### src/rtl/vldu_replay_ctrl_pkg.sv
// Shared types for the VLDU replay controller: FSM states, the latched command
// record and the command normalisation helper.
package vldu_replay_ctrl_pkg;

  localparam int CMD_LEN_W  = 16;
  localparam int CMD_PASS_W = 16;

  typedef enum logic [1:0] {
    IDLE,
    STREAM,
    SKIP,
    FLUSH
  } replay_state_e;

  typedef struct packed {
    logic [CMD_LEN_W-1:0]  len;
    logic [CMD_PASS_W-1:0] passes;
  } replay_cmd_t;

  // Zero or oversize length means a full buffer; zero passes means one pass.
  // Pass counts above the maximum are clamped so the pass counter cannot wrap.
  function automatic replay_cmd_t normalise_cmd(
    input logic [CMD_LEN_W-1:0]  len,
    input logic [CMD_PASS_W-1:0] passes,
    input int unsigned           depth,
    input int unsigned           max_passes
  );
    replay_cmd_t           c;
    logic [CMD_LEN_W-1:0]  d;
    logic [CMD_PASS_W-1:0] m;
    d = CMD_LEN_W'(depth);
    m = CMD_PASS_W'(max_passes);
    c.len    = ((len == '0) || (len > d)) ? d : len;
    c.passes = (passes == '0) ? CMD_PASS_W'(1) : ((passes > m) ? m : passes);
    return c;
  endfunction

endpackage

### src/rtl/vldu_replay_ctrl.sv
// Replays the contents of the VLSU re-readable buffer to the lanes a given
// number of times, realigning the read pointer between short passes.
module vldu_replay_ctrl
  import vldu_replay_ctrl_pkg::*;
#(
  parameter int RD_DATA_WIDTH = 32,
  parameter int DEPTH         = 8,
  parameter int MAX_PASSES    = 256,
  parameter int LenWidth      = $clog2(DEPTH + 1),
  parameter int PassWidth     = $clog2(MAX_PASSES + 1)
) (
  input  logic                     clk_i,
  input  logic                     rst_ni,
  input  logic                     cmd_valid_i,
  output logic                     cmd_ready_o,
  input  logic [LenWidth-1:0]      cmd_len_i,
  input  logic [PassWidth-1:0]     cmd_passes_i,
  input  logic                     abort_i,
  input  logic [RD_DATA_WIDTH-1:0] buf_data_i,
  input  logic                     buf_empty_i,
  input  logic                     buf_load_finished_i,
  output logic                     buf_pop_o,
  output logic                     buf_flush_o,
  output logic [RD_DATA_WIDTH-1:0] data_o,
  output logic                     valid_o,
  input  logic                     ready_i,
  output logic                     last_elem_o,
  output logic                     last_pass_o,
  output logic                     busy_o
);

  replay_state_e        r_state;
  replay_cmd_t          r_cmd;
  logic [LenWidth-1:0]  r_elem_cnt;
  logic [PassWidth-1:0] r_pass_cnt;
  logic [LenWidth-1:0]  r_skip_cnt;
  logic                 r_load_done;

  replay_cmd_t w_cmd_norm;
  logic        w_stream;
  logic        w_skip;
  logic        w_valid;
  logic        w_stream_pop;
  logic        w_skip_pop;
  logic        w_elem_last;
  logic        w_pass_last;
  logic        w_skip_last;
  logic        w_full_len;

  assign w_cmd_norm = normalise_cmd(CMD_LEN_W'(cmd_len_i), CMD_PASS_W'(cmd_passes_i),
                                    DEPTH, MAX_PASSES);

  assign w_stream = (r_state == STREAM);
  assign w_skip   = (r_state == SKIP);

  assign w_elem_last = (CMD_LEN_W'(r_elem_cnt) == (r_cmd.len - CMD_LEN_W'(1)));
  assign w_pass_last = (CMD_PASS_W'(r_pass_cnt) == (r_cmd.passes - CMD_PASS_W'(1)));
  // Skip pops needed to bring the read pointer back round to element 0.
  assign w_skip_last = (CMD_LEN_W'(r_skip_cnt) ==
                        (CMD_LEN_W'(DEPTH) - r_cmd.len - CMD_LEN_W'(1)));
  assign w_full_len  = (r_cmd.len == CMD_LEN_W'(DEPTH));

  assign w_valid      = w_stream & ~buf_empty_i & ~abort_i;
  assign w_stream_pop = w_valid & ready_i;
  // Skipping must not overtake the writer, so wait for the full load.
  assign w_skip_pop   = w_skip & (r_load_done | buf_load_finished_i) & ~abort_i;

  assign valid_o     = w_valid;
  assign buf_pop_o   = w_stream_pop | w_skip_pop;
  assign buf_flush_o = (r_state == FLUSH);
  assign cmd_ready_o = (r_state == IDLE);
  assign busy_o      = (r_state != IDLE);
  assign data_o      = w_stream ? buf_data_i : '0;
  assign last_elem_o = w_stream & w_elem_last;
  assign last_pass_o = w_stream & w_pass_last;

  always_ff @(posedge clk_i or negedge rst_ni) begin
    if (!rst_ni) begin
      r_state     <= IDLE;
      r_cmd       <= '0;
      r_elem_cnt  <= '0;
      r_pass_cnt  <= '0;
      r_skip_cnt  <= '0;
      r_load_done <= 1'b0;
    end else begin
      if (buf_flush_o) begin
        r_load_done <= 1'b0;
      end else if (buf_load_finished_i) begin
        r_load_done <= 1'b1;
      end

      case (r_state)
        IDLE: begin
          if (cmd_valid_i) begin
            r_cmd   <= w_cmd_norm;
            r_state <= STREAM;
          end
        end
        STREAM: begin
          if (abort_i) begin
            r_state <= FLUSH;
          end else if (w_stream_pop) begin
            if (w_elem_last) begin
              r_elem_cnt <= '0;
              if (w_pass_last) begin
                r_state <= FLUSH;
              end else begin
                r_pass_cnt <= r_pass_cnt + PassWidth'(1);
                r_state    <= w_full_len ? STREAM : SKIP;
              end
            end else begin
              r_elem_cnt <= r_elem_cnt + LenWidth'(1);
            end
          end
        end
        SKIP: begin
          if (abort_i) begin
            r_state <= FLUSH;
          end else if (w_skip_pop) begin
            if (w_skip_last) begin
              r_skip_cnt <= '0;
              r_state    <= STREAM;
            end else begin
              r_skip_cnt <= r_skip_cnt + LenWidth'(1);
            end
          end
        end
        FLUSH: begin
          r_cmd      <= '0;
          r_elem_cnt <= '0;
          r_pass_cnt <= '0;
          r_skip_cnt <= '0;
          r_state    <= IDLE;
        end
        default: r_state <= IDLE;
      endcase
    end
  end

endmodule

### config.mk
export PLATFORM = sky130hd
export DESIGN_NAME = vldu_replay_ctrl
export DESIGN_NICKNAME = d
export VERILOG_FILES = /design/src/rtl/vldu_replay_ctrl_pkg.sv /design/src/rtl/vldu_replay_ctrl.sv
export SDC_FILE = /design/constraint.sdc
export NUM_CORES = 1
export LEC_CHECK = 0
export ABC_AREA = 1
export ABC_CLOCK_PERIOD_IN_PS = 3900
export BUFFER_PORTS_ARGS = -buffer_cell sky130_fd_sc_hd__buf_2
export CORE_UTILIZATION = 51
export DETAILED_ROUTE_END_ITERATION = 12
export GPL_ROUTABILITY_DRIVEN = 0
export PLACE_DENSITY = 0.82
export SYNTH_ARGS = -nofsm -noshare
export SYNTH_HDL_FRONTEND = slang
export SYNTH_SLANG_ARGS = --single-unit
### constraint.sdc
create_clock -name clk_i -period 3.9 [get_ports clk_i]
set_input_delay 0.585 -clock clk_i [delete_from_list [all_inputs] [get_ports clk_i]]
set_output_delay 0.585 -clock clk_i [all_outputs]
set_load 0.01 [all_outputs]
### Yosys cells after proc, flatten, opt, wreduce, memory -nomap -nowiden

Index checks and enable logic that the tools add are counted.

| cells by class | value |
|---|---|
| multipliers | 0 |
| magnitude comparators | 2 |
| bitwise operators | 11 |
| shifts and indexed selects | 0 |
| reductions and logical operators | 14 |
| equal/unequal tests | 18 |
| div/mod/pow operators | 0 |
| add/sub/neg operators | 7 |
| mux-type cells | 31 |

Operators with widths:

| kind | count |
|---|---|
| 32-bit two-way mux | 2 |
| 32-bit case mux with 2 select lines | 1 |
| 9-bit two-way mux | 6 |
| 16-bit by 1-bit subtractor with 16-bit output, second input constant | 3 |
| 4-bit by 16-bit == test with 1-bit output | 2 |
| 4-bit two-way mux | 7 |
| 2-bit two-way mux | 9 |
| 9-bit case mux with 2 select lines | 1 |
| 16-bit by 4-bit == test with 1-bit output, second input constant | 1 |
| 9-bit by 16-bit == test with 1-bit output | 1 |
| 4-bit case mux with 2 select lines | 2 |
| 4-bit by 16-bit subtractor with 16-bit output, first input constant | 1 |
| 3-bit by 2-bit inequality test with 1-bit output, second input constant | 4 |
| 5-bit AND reduction | 2 |
| 2-bit nonzero test | 5 |
| 9-bit by 1-bit adder with 9-bit output, second input constant | 1 |
| 9-bit > comparator, second input constant | 1 |
| 9-bit zero test | 1 |
| 4-bit by 1-bit adder with 4-bit output, second input constant | 2 |
| 2-bit inequality test, second input constant | 4 |
| 2-bit case mux with 4 select lines | 1 |
| 1-bit bitwise AND | 7 |
| 2-bit by 1-bit inequality test with 1-bit output, second input constant | 3 |
| 3-bit AND reduction | 2 |
| 10 further kinds | 14 |

| word-level totals | value |
|---|---|
| register bits after elaboration | 52 |
| bits in read-only memories | 0 |
| output and inout port bits | 39 |
| bits in latches | 0 |
| memory bits (writable) | 0 |
| memories | 0 |

### Longest topological paths before layout

Gate-level depths: netlist of the first run.

| depth | value |
|---|---|
| depth in word-level cells | 7 |
| mapped depth | 12 |
| depth with buffers taken out | 12 |

### Worst setup path after synthesis of the first run

OpenSTA, ideal clock, no wires.

| path | value |
|---|---|
| path type | register to output |
| start point | reg r_cmd[0] (netlist bit) |
| end point | out last_pass_o |
| cell stages (with the launch flop) | 12 |
| arrival | 1621 ps |
| slack | 1694 ps |
| path through | dfrtp_1 inv_1 ha_1 or2_1 nand3_1 nand2_1 nor2_1 nand2_1 nor2_2 nand4_2 buf_2 inv_1 |

| on the way | value |
|---|---|
| longest elaborated chain between the ends | 3 |

Ends and longest elaborated chain:

| what | RTL line | RTL |
|---|---|---|
| from (decl) | vldu_replay_ctrl.sv:33 | `replay_cmd_t r_cmd;` |
| from (signal assigned) | vldu_replay_ctrl.sv:95 | `r_cmd <= w_cmd_norm;` |
| 16-bit by 1-bit subtractor with 16-bit output | vldu_replay_ctrl.sv:57 | `assign w_pass_last = (CMD_PASS_W'(r_pass_cnt) == (r_cmd.passes - CMD_PASS_W'(1)));` |
| 9-bit by 16-bit == test with 1-bit output | vldu_replay_ctrl.sv:57 |  |
| 1-bit bitwise AND | vldu_replay_ctrl.sv:75 | `assign last_pass_o = w_stream & w_pass_last;` |
| to (decl) | vldu_replay_ctrl.sv:28 | `output logic last_pass_o,` |

No other way between the ends.

### Final worst setup path of the first run

Same ends and word-level chain as after synthesis.

==> flow_summary.json, run 1 <==
{
  "run_status": "finished, final reports clean",
  "wire_per_inst_um": 11.9,
  "first_global_vias": 2343,
  "diodes": 0,
  "multi_input_area_um2": 1380,
  "hold_buffers": 0,
  "synth_area_um2": 2540,
  "register_area_um2": 826,
  "synthFlopType": "dfrtp_1",
  "ys_warn_count": 0,
  "postCtsSetupRepairBufs": 0,
  "clock_latency_ns": 0.29,
  "ir_worst_vdd_mv": 0.404,
  "place_area_um2": 3040,
  "yosysUniqueCellTypes": 31,
  "finalSetupViolCount": 0,
  "wl_um": 6570,
  "async_reset_ff_share_pct": 100,
  "cts_resized": 0,
  "ys_seq_area_share_pct": 32.5,
  "clock_skew_ns": 0.00166,
  "start_util_pct": 53.4,
  "fillCellCount": 460,
  "grt_pass1_wl_um": 10600,
  "syn_avg_cell_area_um2": 6.45,
  "p_per_area_nw_per_um2": 705,
  "synth_seq_cells": 33,
  "slew_violations": 0,
  "min_period_ns": 2.75,
  "clock-sinks": 33,
  "grt_max_degree": 34,
  "syn_nets": 452,
  "rsz0062_at_grt": "false",
  "max_freq_mhz": 364,
  "critPathMaxFanout": 11,
  "detail-route-antenna-nets": 0,
  "tightest_slew_ns": 0.897,
  "stdcell_area_um2": 3140,
  "cap_violations": 0,
  "drive_gt1_share_pct": 23.1,
  "hold_viol": 0,
  "syn_to_final_growth_pct": 23.5,
  "htree_levels": 2,
  "io_pins": 91,
  "required_ns": 3.31,
  "startpoint_type": "flip-flop",
  "vias": 2699,
  "dp_hpwl_um": 5210,
  "overflow": 0,
  "fin_nets": 542,
  "slew_headroom_pct": 40.1,
  "grt_use_total_pct": 26.5,
  "antenna_found_initial": 0,
  "die_area_um2": 5270,
  "min_path_type": "primary input to async pin",
  "first_pass_iters": 4,
  "port_buffers": 90,
  "cts_root_buffer": "clkbuf_8",
  "dieWidth_um": 72.6,
  "die_y_um": 72.6,
  "crit_arrival_ns": 2.16,
  "final_cell_mix": "90 x buf_2, 82 x nand2_1, 77 x inv_1, 73 x nor2_1, 37 x nand3_1",
  "r2r_start": "r_cmd[18]",
  "setup_tns_ns": 0,
  "clkSlewWorstSetupHoldPaths_ns": 0.07,
  "viasPerCell": 4.89,
  "rows": 25,
  "synth_edf_count": 0,
  "worst_setup_path_end_kind": "primary output",
  "crit_start": "r_cmd[0]",
  "clk_path_buf_depth": 2,
  "numCtsBuffers": 5,
  "finalCritPeriodShare_pct": 70.4,
  "crit_type": "flip-flop to primary output",
  "cts_tree": "built",
  "mostFrequentLayoutCell": "buf_2",
  "drtIter0Drc": 192,
  "core_um2": 4750,
  "route.detailed.drc": 0,
  "synth_cells": 394,
  "power_leakage_uw": 0.00190
}
==> synthesized netlist by cell type, types with 2 or more instances <==
cell,instances,area share (%)
o21ai_0,17,3.3
nor3_1,4,0.79
o22ai_1,6,1.5
ha_1,6,3.0
nor2_1,73,11
xor2_1,12,4.1
nand2_1,82,12
dfrtp_1,33,32
buf_1,4,0.59
nand4_1,2,0.49
nand2_4,3,1.3
nor4_1,3,0.74
inv_1,77,11
a21oi_1,9,1.8
inv_2,3,0.44
nor2_2,2,0.49
xnor2_1,7,2.4
nor2_4,2,0.89
nand3_1,37,7.3
==> path summary, 6_finish.rpt <==
check | end | cells after the start | slack (ns)
hold reg to reg | r_load_done | 2 | 0.50
max in group asynchronous | r_cmd[5] | 1 | 3.07
min in group clk_i | r_load_done | 2 | 0.50
setup reg to reg | r_pass_cnt[5] | 11 | 1.67
setup / recovery | last_pass_o | 11 | 1.15
hold / removal | r_pass_cnt[2] | 1 | 0.36
==> flip-flops by register name (all words and copies together), names as in the netlist <==
register     flops
r_cmd           13
r_pass_cnt       9
r_elem_cnt       4
r_skip_cnt       4
r_state          2
r_load_done      1
==> logic make-up (layout without fill, tap and decap cells) <==
logic type      after synthesis  after routing  share of synthesized area [%]
fa+ha+maj                     6              6                           2.95
buf+inv                      87            178                           13.3
simple gates                214            214                           36.9
flops                        33             33                           32.5
compound gates               35             35                           7.83
xor+xnor                     19             19                           6.55
==> layout make-up <==
| class | instances | area share (%) |
|---|---|---|
| multi-input cells | 274 | 43.9 |
| inverters | 80 | 9.57 |
| clock inverters | 1 | 0.159 |
| repair buffers | 90 | 14.3 |
| well taps | 67 | 2.67 |
| clock buffers | 7 | 3.07 |
| flip-flops and latches | 33 | 26.3 |
==> worst max-delay path, cell delays in order, from the launching register on <==
cell     delay, ns
dfrtp_1       0.36
inv_1         0.08
ha_1          0.24
or2_1         0.25
nand3_1       0.07
nand2_1       0.05
nor2_1        0.07
nand2_1       0.06
nor2_2        0.13
nand4_2       0.28
inv_1         0.13
buf_2         0.14
==> stage by stage <==
stage                     utilization, %  setup WS [ns]  hold WS, ns  cells  total power [uW]
after floorplan                        -           1.69        0.289    394              1570
after global placement              63.9           1.52        0.480    544              1890
after detailed placement            63.9           1.45        0.483    544              1930
after CTS                           66.0           1.15        0.388    552              2230
after global routing                66.0          0.970        0.422    552              2440
final                               66.0           1.15        0.357    552              2210
==> metal layers <==
layer	vias to the layer above	GRT usage [%]	part of all wire (%)	routed length, um
met3	14	4.97	7.1	467
met1	1197	33.5	44	2860
met2	100	44.4	47	3060
met4	0	11.3	2.9	188
li1	1388	-	-	-
met5	-	0	0	0
==> power by group <==
group,switching (uW),internal [uW],total [uW]
Sequential,131,455,585
Clock,132,160,291
Combinational,850,488,1340
(Power assumes the default switching activity.)
==> run 2: changes to the inputs <==
--- a/config.mk
+++ b/config.mk
@@ -6,12 +6,12 @@
 export NUM_CORES = 1
 export LEC_CHECK = 0
 export ABC_AREA = 1
-export ABC_CLOCK_PERIOD_IN_PS = 3900
+export ABC_CLOCK_PERIOD_IN_PS = 2300
 export BUFFER_PORTS_ARGS = -buffer_cell sky130_fd_sc_hd__buf_2
-export CORE_UTILIZATION = 51
+export CORE_UTILIZATION = 46
 export DETAILED_ROUTE_END_ITERATION = 12
 export GPL_ROUTABILITY_DRIVEN = 0
-export PLACE_DENSITY = 0.82
+export PLACE_DENSITY = 0.78
 export SYNTH_ARGS = -nofsm -noshare
 export SYNTH_HDL_FRONTEND = slang
 export SYNTH_SLANG_ARGS = --single-unit
==> constraint.sdc (replaced) <==
create_clock -name clk_i -period 2.3 [get_ports clk_i]
set_input_delay 0.345 -clock clk_i [delete_from_list [all_inputs] [get_ports clk_i]]
set_output_delay 0.345 -clock clk_i [all_outputs]
set_load 0.01 [all_outputs]
==> flow_summary.json, run 2 (synthesis results as in run 1) <==
{
  "worst_setup_path_end_kind": "primary output",
  "finalSetupViolCount": 0,
  "syn_to_final_growth_pct": 28.8,
  "min_path_type": "primary input to async pin",
  "antenna_found_initial": 0,
  "final_cell_mix": "90 x buf_2, 80 x nand2_1, 73 x inv_1, 68 x nor2_1, 35 x nand3_1",
  "crit_arrival_ns": 1.88,
  "htree_levels": 2,
  "finalPower_uw": 3950,
  "numCtsBuffers": 5,
  "p_per_area_nw_per_um2": 1210,
  "regMostFlops": "r_cmd",
  "rrSetupSlack_ns": 0.16,
  "drive_gt1_share_pct": 27.6,
  "min_period_ns": 2.23,
  "detail-route-antenna-nets": 0,
  "diodes": 0,
  "tightest_slew_ns": 0.751,
  "reg2reg_depth": 10,
  "crit_start": "r_cmd[0]",
  "dp_hpwl_um": 5160,
  "die_area_um2": 5830,
  "vias": 2797,
  "clock_latency_ns": 0.29,
  "grt_max_degree": 34,
  "reg.largest.list": "r_cmd x13, r_pass_cnt x9",
  "wl_um": 6760,
  "r2r-end": "r_pass_cnt[2]",
  "max_freq_mhz": 449,
  "slew_headroom_pct": 49.9,
  "drtIter0Drc": 106,
  "viasPerCell": 4.93,
  "rows": 26,
  "utilization_pct": 62.9,
  "startpoint_type": "flip-flop",
  "slew_violations": 0,
  "cap_violations": 0,
  "port_buffers": 90,
  "die_y_um": 76.3,
  "finalCritPeriodShare_pct": 96.8,
  "required_ns": 1.96,
  "cts_root_buffer": "clkbuf_8",
  "run_status": "finished, final reports clean",
  "io_pins": 91,
  "clk_path_buf_depth": 2,
  "wire_per_inst_um": 11.9,
  "fin_nets": 555,
  "critPathMaxFanout": 4,
  "cts_tree": "built",
  "overflow": 0,
  "first_global_vias": 2603,
  "crit_type": "flip-flop to primary output",
  "largest_reg_flops": 13,
  "clkSlewWorstSetupHoldPaths_ns": 0.07,
  "rsz0062_at_grt": "true",
  "setup_tns_ns": 0,
  "grt_pass1_wl_um": 11400,
  "mostFrequentLayoutCell": "buf_2",
  "grt_use_total_pct": 24.3,
  "core_um2": 5200,
  "clock-sinks": 33,
  "route.detailed.drc": 0,
  "clock_skew_ns": 0.00578,
  "ir_worst_vdd_mv": 0.733,
  "first_pass_iters": 4,
  "r2r_start": "r_cmd[16]",
  "start_util_pct": 48.8,
  "dieWidth_um": 76.3,
  "hold_viol": 0,
  "hold_buffers": 0,
  "fillCellCount": 473,
  "power_leakage_uw": 0.00195
}
-- run 2: stage by stage --
step / setup slack [ns] / hold slack, ns / cells / instance area (um^2)
3_3_place_gp: 0.223 / 0.458 / 550 / 3060
2_1_floorplan: 0.334 / 0.0494 / 394 / 2540
5_1_grt: -0.0552 / 0.195 / 567 / 3270
6_report: 0.0743 / 0.121 / 567 / 3270
4_1_cts: 0.0115 / 0.165 / 560 / 3180
3_5_place_dp: 0.0986 / 0.472 / 550 / 3060
-- run 2: power breakdown --
group          internal (uW)  switching (uW)  total (uW)
registers                771             227         998
clock network            237             204         441
logic                    940            1570        2510
-- run 2: worst max-delay path by stage --
stage	end	slack, ns
after detailed placement	r_pass_cnt[2]	0.1
after floorplan	last_pass_o	0.33
final	last_pass_o	0.07
after global placement	r_pass_cnt[0]	0.22
after global routing	last_pass_o	-0.06
after CTS	last_pass_o	0.01
-- run 2: timing repair --
action	4_1_cts	5_1_grt
resized for setup	3	14
gates cloned	0	1
endpoints found under the setup margin	2	36
setup buffers	3	6
pin swaps	3	4
-- run 2: final cells by class --
type                            instances  area, um^2  share of cell area (%)
Clock buffer                            7        86.3                    2.64
Inverter                               80         304                    9.29
Multi-Input combinational cell        274        1420                    43.4
Sequential cell                        33         826                    25.2
Tap cell                               70        87.6                    2.68
Timing Repair Buffer                  102         541                    16.5
Timing Repair inverter                  1        7.51                   0.229
-- run 2: critical path, cell delays in order (launching register included) --
cell	delay (ns)
dfrtp_1	0.36
inv_2	0.05
ha_2	0.21
or2_1	0.25
nand3_1	0.08
nand2_1	0.05
nor2_1	0.09
nand2_1	0.09
nor2_4	0.14
nand4_4	0.10
inv_1	0.08
buf_2	0.12
-- run 2: metal layers --
layer	vias to the layer above	track usage [%]	routed length (um)
met5	-	0	0
met4	0	8.08	72
met3	8	5.03	448
met2	108	43.5	3240
met1	1269	28.8	2990
li1	1412	-	-
